===== src/rtl/bp_counter_table.sv =====
`default_nettype none
// ============================================================================
//  Module      : bp_counter_table
//  Description : Table of 2**IDX_W saturating branch-prediction counters with
//                separate predict/update ports and a saturating mispredict
//                counter. Optional gshare indexing via macro BP_GSHARE_EN.
//  Revision    : 1.0 - initial release
// ============================================================================
module bp_counter_table #(
    parameter int PC_W     = 32,
    parameter int IDX_W    = 4,
    parameter int CTR_W    = 2,
    parameter int INIT_VAL = 3,
    parameter int STAT_W   = 16
) (
    input  logic              clk,
    input  logic              rst,
    input  logic              pred_req,
    input  logic [PC_W-1:0]   pred_pc,
    output logic              pred_valid,
    output logic              pred_taken,
    output logic [CTR_W-1:0]  pred_ctr,
    output logic [IDX_W-1:0]  pred_ghr,
    input  logic              upd_en,
    input  logic [PC_W-1:0]   upd_pc,
    input  logic [IDX_W-1:0]  upd_ghr,
    input  logic              upd_taken,
    input  logic              upd_pred,
    output logic [STAT_W-1:0] mispred_cnt
);

    localparam int               C_DEPTH    = 2**IDX_W;
    localparam logic [CTR_W-1:0] C_CTR_MAX  = {CTR_W{1'b1}};
    localparam logic [CTR_W-1:0] C_CTR_INIT = CTR_W'(INIT_VAL);

    logic [CTR_W-1:0]  ctr_q [C_DEPTH];
    logic [CTR_W-1:0]  ctr_d [C_DEPTH];
    logic [IDX_W-1:0]  hist;
    logic [IDX_W-1:0]  pred_idx;
    logic [IDX_W-1:0]  upd_idx;
    logic [CTR_W-1:0]  upd_cur;

    logic              pred_valid_q, pred_valid_d;
    logic              pred_taken_q, pred_taken_d;
    logic [CTR_W-1:0]  pred_ctr_q,   pred_ctr_d;
    logic [IDX_W-1:0]  pred_ghr_q,   pred_ghr_d;
    logic [STAT_W-1:0] mispred_q,    mispred_d;
    logic              w_unused;

`ifdef BP_GSHARE_EN
    logic [IDX_W-1:0] ghr_q, ghr_d;

    always_comb begin
        ghr_d = ghr_q;
        if (upd_en) ghr_d = {ghr_q[IDX_W-2:0], upd_taken};
    end

    always_ff @(posedge clk) begin
        if (rst) ghr_q <= '0;
        else     ghr_q <= ghr_d;
    end

    assign hist    = ghr_q;
    assign upd_idx = upd_pc[IDX_W+1:2] ^ upd_ghr;
    assign w_unused = ^{pred_pc, upd_pc};
`else
    assign hist    = '0;
    assign upd_idx = upd_pc[IDX_W+1:2];
    assign w_unused = ^{pred_pc, upd_pc, upd_ghr};
`endif

    assign pred_idx = pred_pc[IDX_W+1:2] ^ hist;
    assign upd_cur  = ctr_q[upd_idx];

    // Only the addressed entry moves; saturate rather than wrap at both ends.
    always_comb begin
        for (int i = 0; i < C_DEPTH; i++) ctr_d[i] = ctr_q[i];
        if (upd_en) begin
            if (upd_taken) begin
                if (upd_cur != C_CTR_MAX) ctr_d[upd_idx] = upd_cur + CTR_W'(1);
            end else begin
                if (upd_cur != '0)        ctr_d[upd_idx] = upd_cur - CTR_W'(1);
            end
        end
    end

    // Prediction reads the registered table, so a same-cycle update is not visible.
    always_comb begin
        pred_valid_d = pred_req;
        pred_taken_d = pred_taken_q;
        pred_ctr_d   = pred_ctr_q;
        pred_ghr_d   = pred_ghr_q;
        if (pred_req) begin
            pred_ctr_d   = ctr_q[pred_idx];
            pred_taken_d = ctr_q[pred_idx][CTR_W-1];
            pred_ghr_d   = hist;
        end
    end

    always_comb begin
        mispred_d = mispred_q;
        if (upd_en && (upd_pred != upd_taken) && (mispred_q != {STAT_W{1'b1}}))
            mispred_d = mispred_q + STAT_W'(1);
    end

    always_ff @(posedge clk) begin
        if (rst) begin
            for (int i = 0; i < C_DEPTH; i++) ctr_q[i] <= C_CTR_INIT;
            pred_valid_q <= 1'b0;
            pred_taken_q <= 1'b0;
            pred_ctr_q   <= '0;
            pred_ghr_q   <= '0;
            mispred_q    <= '0;
        end else begin
            for (int i = 0; i < C_DEPTH; i++) ctr_q[i] <= ctr_d[i];
            pred_valid_q <= pred_valid_d;
            pred_taken_q <= pred_taken_d;
            pred_ctr_q   <= pred_ctr_d;
            pred_ghr_q   <= pred_ghr_d;
            mispred_q    <= mispred_d;
        end
    end

    assign pred_valid  = pred_valid_q;
    assign pred_taken  = pred_taken_q;
    assign pred_ctr    = pred_ctr_q;
    assign pred_ghr    = pred_ghr_q;
    assign mispred_cnt = mispred_q;

endmodule
`default_nettype wire


===== config.mk =====
export PLATFORM = sky130hd
export DESIGN_NAME = bp_counter_table
export DESIGN_NICKNAME = d
export VERILOG_FILES = /design/src/rtl/bp_counter_table.sv
export SDC_FILE = /design/constraint.sdc
export NUM_CORES = 1
export LEC_CHECK = 0
export CAP_MARGIN = 20
export CORE_ASPECT_RATIO = 0.5
export CORE_MARGIN = 2
export CORE_UTILIZATION = 45
export DETAILED_ROUTE_END_ITERATION = 8
export PLACE_DENSITY_LB_ADDON = 0.12
export SLEW_MARGIN = 0
export SYNTH_ARGS = -nofsm -noshare
export SYNTH_HDL_FRONTEND = slang
export SYNTH_SLANG_ARGS = --single-unit

===== constraint.sdc =====
create_clock -name clk -period 6.4 [get_ports clk]
set_clock_uncertainty 0.15 [all_clocks]
set_input_delay 0.96 -clock clk [delete_from_list [all_inputs] [get_ports clk]]
set_output_delay 0.96 -clock clk [all_outputs]
set_load 0.02 [all_outputs]

Yosys cells after proc, flatten, opt, wreduce, memory -nomap -nowiden
Memories as Yosys holds them, arrays and structs flattened. Index checks and enable logic that the tools add are counted.

Bits in writable memories: 32. Input bits: 74. Bits in latches: 0. Flip-flop bits (word level): 20. Word-level logic and storage cells: 61. Memory bits (read-only): 0. Memories: 1.

Memories: ctr_q (depth 16, bits a word 2, read ports 18, clocked after memory_dff 0, write ports 16, line 36) `logic [CTR_W-1:0] ctr_q [C_DEPTH];`.

Shift-type cells: 0. Add/sub/neg operators: 3. Divide/modulo/power cells: 0. Order comparisons: 2. Bitwise gates (word level): 17. Reduce and logical (&&, ||, !) cells: 4. Muxes and demuxes: 27. Multiply operators: 0. Eq/ne operators: 3.

Operator list (count): $mux 32 (4); $bwmux 32 (2); $mux 2 (17); $add 16x1->16 const B (1); $ne 16x16->1 const B (1); $or 1x1->1 (16); $demux 2 s4 (1); $ge 5x5->1 const B (1); $lt 5x1->1 const B (1); $not 4->5 (1); $logic_and 1x1->1 (3); $mux 1 (3); $add 2x1->2 const B (1); $ne 2x2->1 const B (1); $reduce_bool 2->1 (1); $sub 2x1->2 const B (1); $ne 1x1->1 (1).

Depth between registers and ports, before layout
Word-level depth: 10. Mapped depth: 9. Gate-level depth less buffers: 8.

Least setup slack after synthesis
No wires, ideal clock.

Path kind: input to register. Start point: input upd_pc[2]. End point: memory ctr_q[10][1]. Arrival time: 3.230 ns. Data required time: 6.116 ns. Path slack: 2.886 ns. Stages: 9. Cells stage by stage: buf_2 mux4_2 mux4_2 inv_1 ha_1 xnor2_1 nor2_1 clkbuf_1 mux2i_1.

RTL lines: start: declaration (line 25) `input logic [PC_W-1:0] upd_pc,`; end: declaration (line 36).

==> flow_metrics.env <==
export IMPL_finalWirelength_mm=6.76
export IMPL_crit_path_start_kind="input port"
export IMPL_fp_dieW_um=117
export IMPL_startpoint="upd_pc[2]"
export IMPL_fin_cells=422
export IMPL_wl_per_cell_um=16.0
export IMPL_place_inst=413
export IMPL_required_ns=6.47
export IMPL_ys_seq_elements=51
export IMPL_crit_family="multiplexers"
export IMPL_hold_class="reg2reg"
export IMPL_period_minus_slack_ns=4.44
export IMPL_fp_coreArea_mm2=0.00613
export IMPL_crit_arrival_ns=4.51
export IMPL_grt_usage_pct=19.7
export IMPL_cp_slowest_stage_delay_ns=0.90
export IMPL_syn_area_mm2=0.00290
export IMPL_grt_pass1_wl_mm=10.9
export IMPL_cts_tree="built"
export IMPL_drtIter0Drc=174
export IMPL_cts_buffers=5
export IMPL_finalWeightedCongestion=0.797
export IMPL_avgViaCountPerCell=5.58
export IMPL_finalMaxSlewViolations=0
export IMPL_worst_slack_ns=1.96
export IMPL_setup_violations=0
export IMPL_cts_resized=0
export IMPL_first_pass_iters=4
export IMPL_tightest_slew_ns=0.936
export IMPL_row_count=20
export IMPL_clock_latency_ns=0.29
export IMPL_max_freq_ghz=0.225
export IMPL_yosys_warnings=0
export IMPL_end_kind="flop"
export IMPL_grt_antenna_before_repair=0
export IMPL_num_vias=2354
export IMPL_worstHoldStart="pred_ctr[0]$_SDFFE_PP0P_"
export IMPL_num_fill_cells=556
export IMPL_post_cts_buffers=0
export IMPL_post_dp_hpwl_mm=4.79
export IMPL_cp_cell_sequence="clkdlybuf4s50_1 > mux4_2 > mux4_2 > ha_1 > mux2i_1 > nand4b_1 > nor3_1 > mux2i_1"
export IMPL_synthArstFlopShare_pct=0
export IMPL_die_h_um=60.7
export IMPL_hold_violations=0
export IMPL_tns_ns=0
export IMPL_post_place_ws_ns=1.52
export IMPL_drcViolationCount=0
export IMPL_postCtsHoldBufs=0
export IMPL_root_buffer="clkbuf_16"
export IMPL_clk_path_buf_depth=2
export IMPL_ios=98
export IMPL_critPathSlowestCell="clkdlybuf4s50_1"
export IMPL_p_leak_nw=1.21
export IMPL_synth_edf_count=0
export IMPL_period_share_pct=69.4
export IMPL_fin_util_pct=56.2
export IMPL_cp_buffers_inverters=1
export IMPL_ys_flop_type="dfxtp_1"
export IMPL_clock_sinks=51
export IMPL_final_nets=410
export IMPL_gr_total_overflow=0
export IMPL_crit_path_max_fanout=12
export IMPL_syn_to_final_growth_pct=19.1
export IMPL_total_power_mw=0.739
export IMPL_peakVddDrop_uv=159
export IMPL_io_buffers=33
export IMPL_power_density_mw_per_mm2=214
export IMPL_grt_pass1_vias=2177
export IMPL_htree_levels=2
export IMPL_status="finished, final reports clean"
export IMPL_worstSetupPathType="in2reg"
export IMPL_yosysUniqueCellTypes=43
export IMPL_antenna_left=0
export IMPL_max_cap_violations=0
export IMPL_max_slew_margin_pct=37.4
export IMPL_die_area_mm2=0.00713
export IMPL_initial_utilization_pct=47.2
export IMPL_drive_gt1_share_pct=10.2
export IMPL_grt_max_degree=66
export IMPL_synthCells=309
export IMPL_antenna_cells=0
export IMPL_synth_seq_area_share_pct=35.3
export IMPL_syn_area_per_cell_um2=9.37
export IMPL_rsz0062_at_grt="false"
export IMPL_clk_pin_slew_ns=0.07
-- cells by family after synthesis --
kind of cell	Yosys count	synth area share, %
mux	67	27.8
flops	51	35.3
other cells	1	0.130
compound gates	31	7.39
xor+xnor	2	0.865
simple gates	128	23.1
fa+ha+maj	3	1.30
buf+inv	26	4.19
-- metrics by stage --
step           hold WS [ns]  cell area (µm²)
6_report              0.314             3450
5_1_grt               0.353             3450
4_1_cts               0.320             3440
3_5_place_dp          0.306             3250
3_3_place_gp          0.295             3250
2_1_floorplan         0.346             2910
-- power breakdown --
group          internal [mW]  leakage, nW  switching, mW  total, mW
Sequential             0.322        0.414        0.00455      0.327
Combinational         0.0299        0.709         0.0402     0.0701
Clock                  0.224       0.0911          0.118      0.342
Total                  0.576         1.21          0.162      0.739
-- worst paths after layout --
| check | depth (start not counted) | slack (ns) | to |
|---|---|---|---|
| worst max register to register | 7 | 3.33 | ctr_q[2][1]$_SDFFE_PP1P_ |
| worst min-delay path | 2 | 0.31 | pred_ctr[0]$_SDFFE_PP0P_ |
| worst min register to register | 2 | 0.31 | pred_ctr[0]$_SDFFE_PP0P_ |
| worst max-delay path | 8 | 1.96 | ctr_q[2][1]$_SDFFE_PP1P_ |
-- cells in the mapped netlist, types with 2 or more instances --
library cell	instances	area share, %
o21ai_0	2	0.35
and2_1	2	0.43
mux2_2	7	2.7
nor2_1	53	6.9
buf_1	5	0.65
or3_1	2	0.43
nand3_1	13	2.2
buf_4	5	1.3
nand3b_1	2	0.52
and3_1	3	0.65
nand2b_1	5	1.1
or4_1	4	1.0
nand2_1	13	1.7
mux2i_1	50	17
clkbuf_1	7	0.91
a22oi_1	4	1.0
nand4b_1	2	0.61
dfxtp_1	51	35
mux4_2	10	7.8
nor2b_1	14	3.0
nor3_1	4	0.69
buf_2	4	0.69
o31ai_1	3	0.78
ha_1	3	1.3
a21oi_1	10	1.7
a211oi_1	6	1.6
inv_1	5	0.65
nand4_1	5	1.1
-- cell usage in the layout (no fill, tap or decap), types with 3 or more instances in the layout --
cell / synthesis / routed
a211oi_1: 6 / 6
a21oi_1: 10 / 10
a22oi_1: 4 / 4
and3_1: 3 / 3
clkbuf_16: 0 / 5
clkdlybuf4s50_1: 0 / 32
conb_1: 1 / 4
dfxtp_1: 51 / 51
ha_1: 3 / 3
inv_1: 5 / 5
mux2_2: 7 / 7
mux2i_1: 50 / 50
mux4_2: 10 / 10
nand2_1: 13 / 13
nand2b_1: 5 / 5
nand3_1: 13 / 13
nand4_1: 5 / 5
nor2_1: 53 / 53
nor2b_1: 14 / 14
nor3_1: 4 / 4
o31ai_1: 3 / 3
or4_1: 4 / 4
-- layer usage --
layer	vias up	track usage, %	wire, µm
met5	-	0	0
met1	1124	25.0	3230
met4	0	6.71	80
met3	11	5.45	381
met2	62	33.8	3070
li1	1157	-	-
-- area by class of cell --
cell class	count	area (µm²)	share of cell area [%]
clock buffer	6	129	3.74
clock inverter	2	60.1	1.74
sequential	51	1020	29.6
inverter	5	18.8	0.544
tap	88	110	3.19
multi-input combinational	235	1760	51.2
timing repair buffer	35	344	9.98
-- worst min-delay path, stage by stage (launching register included) --
cell and delay (ns):
dfxtp_1 0.32, nand2_1 0.05, nand3_1 0.06
(Power assumes the default switching activity.)
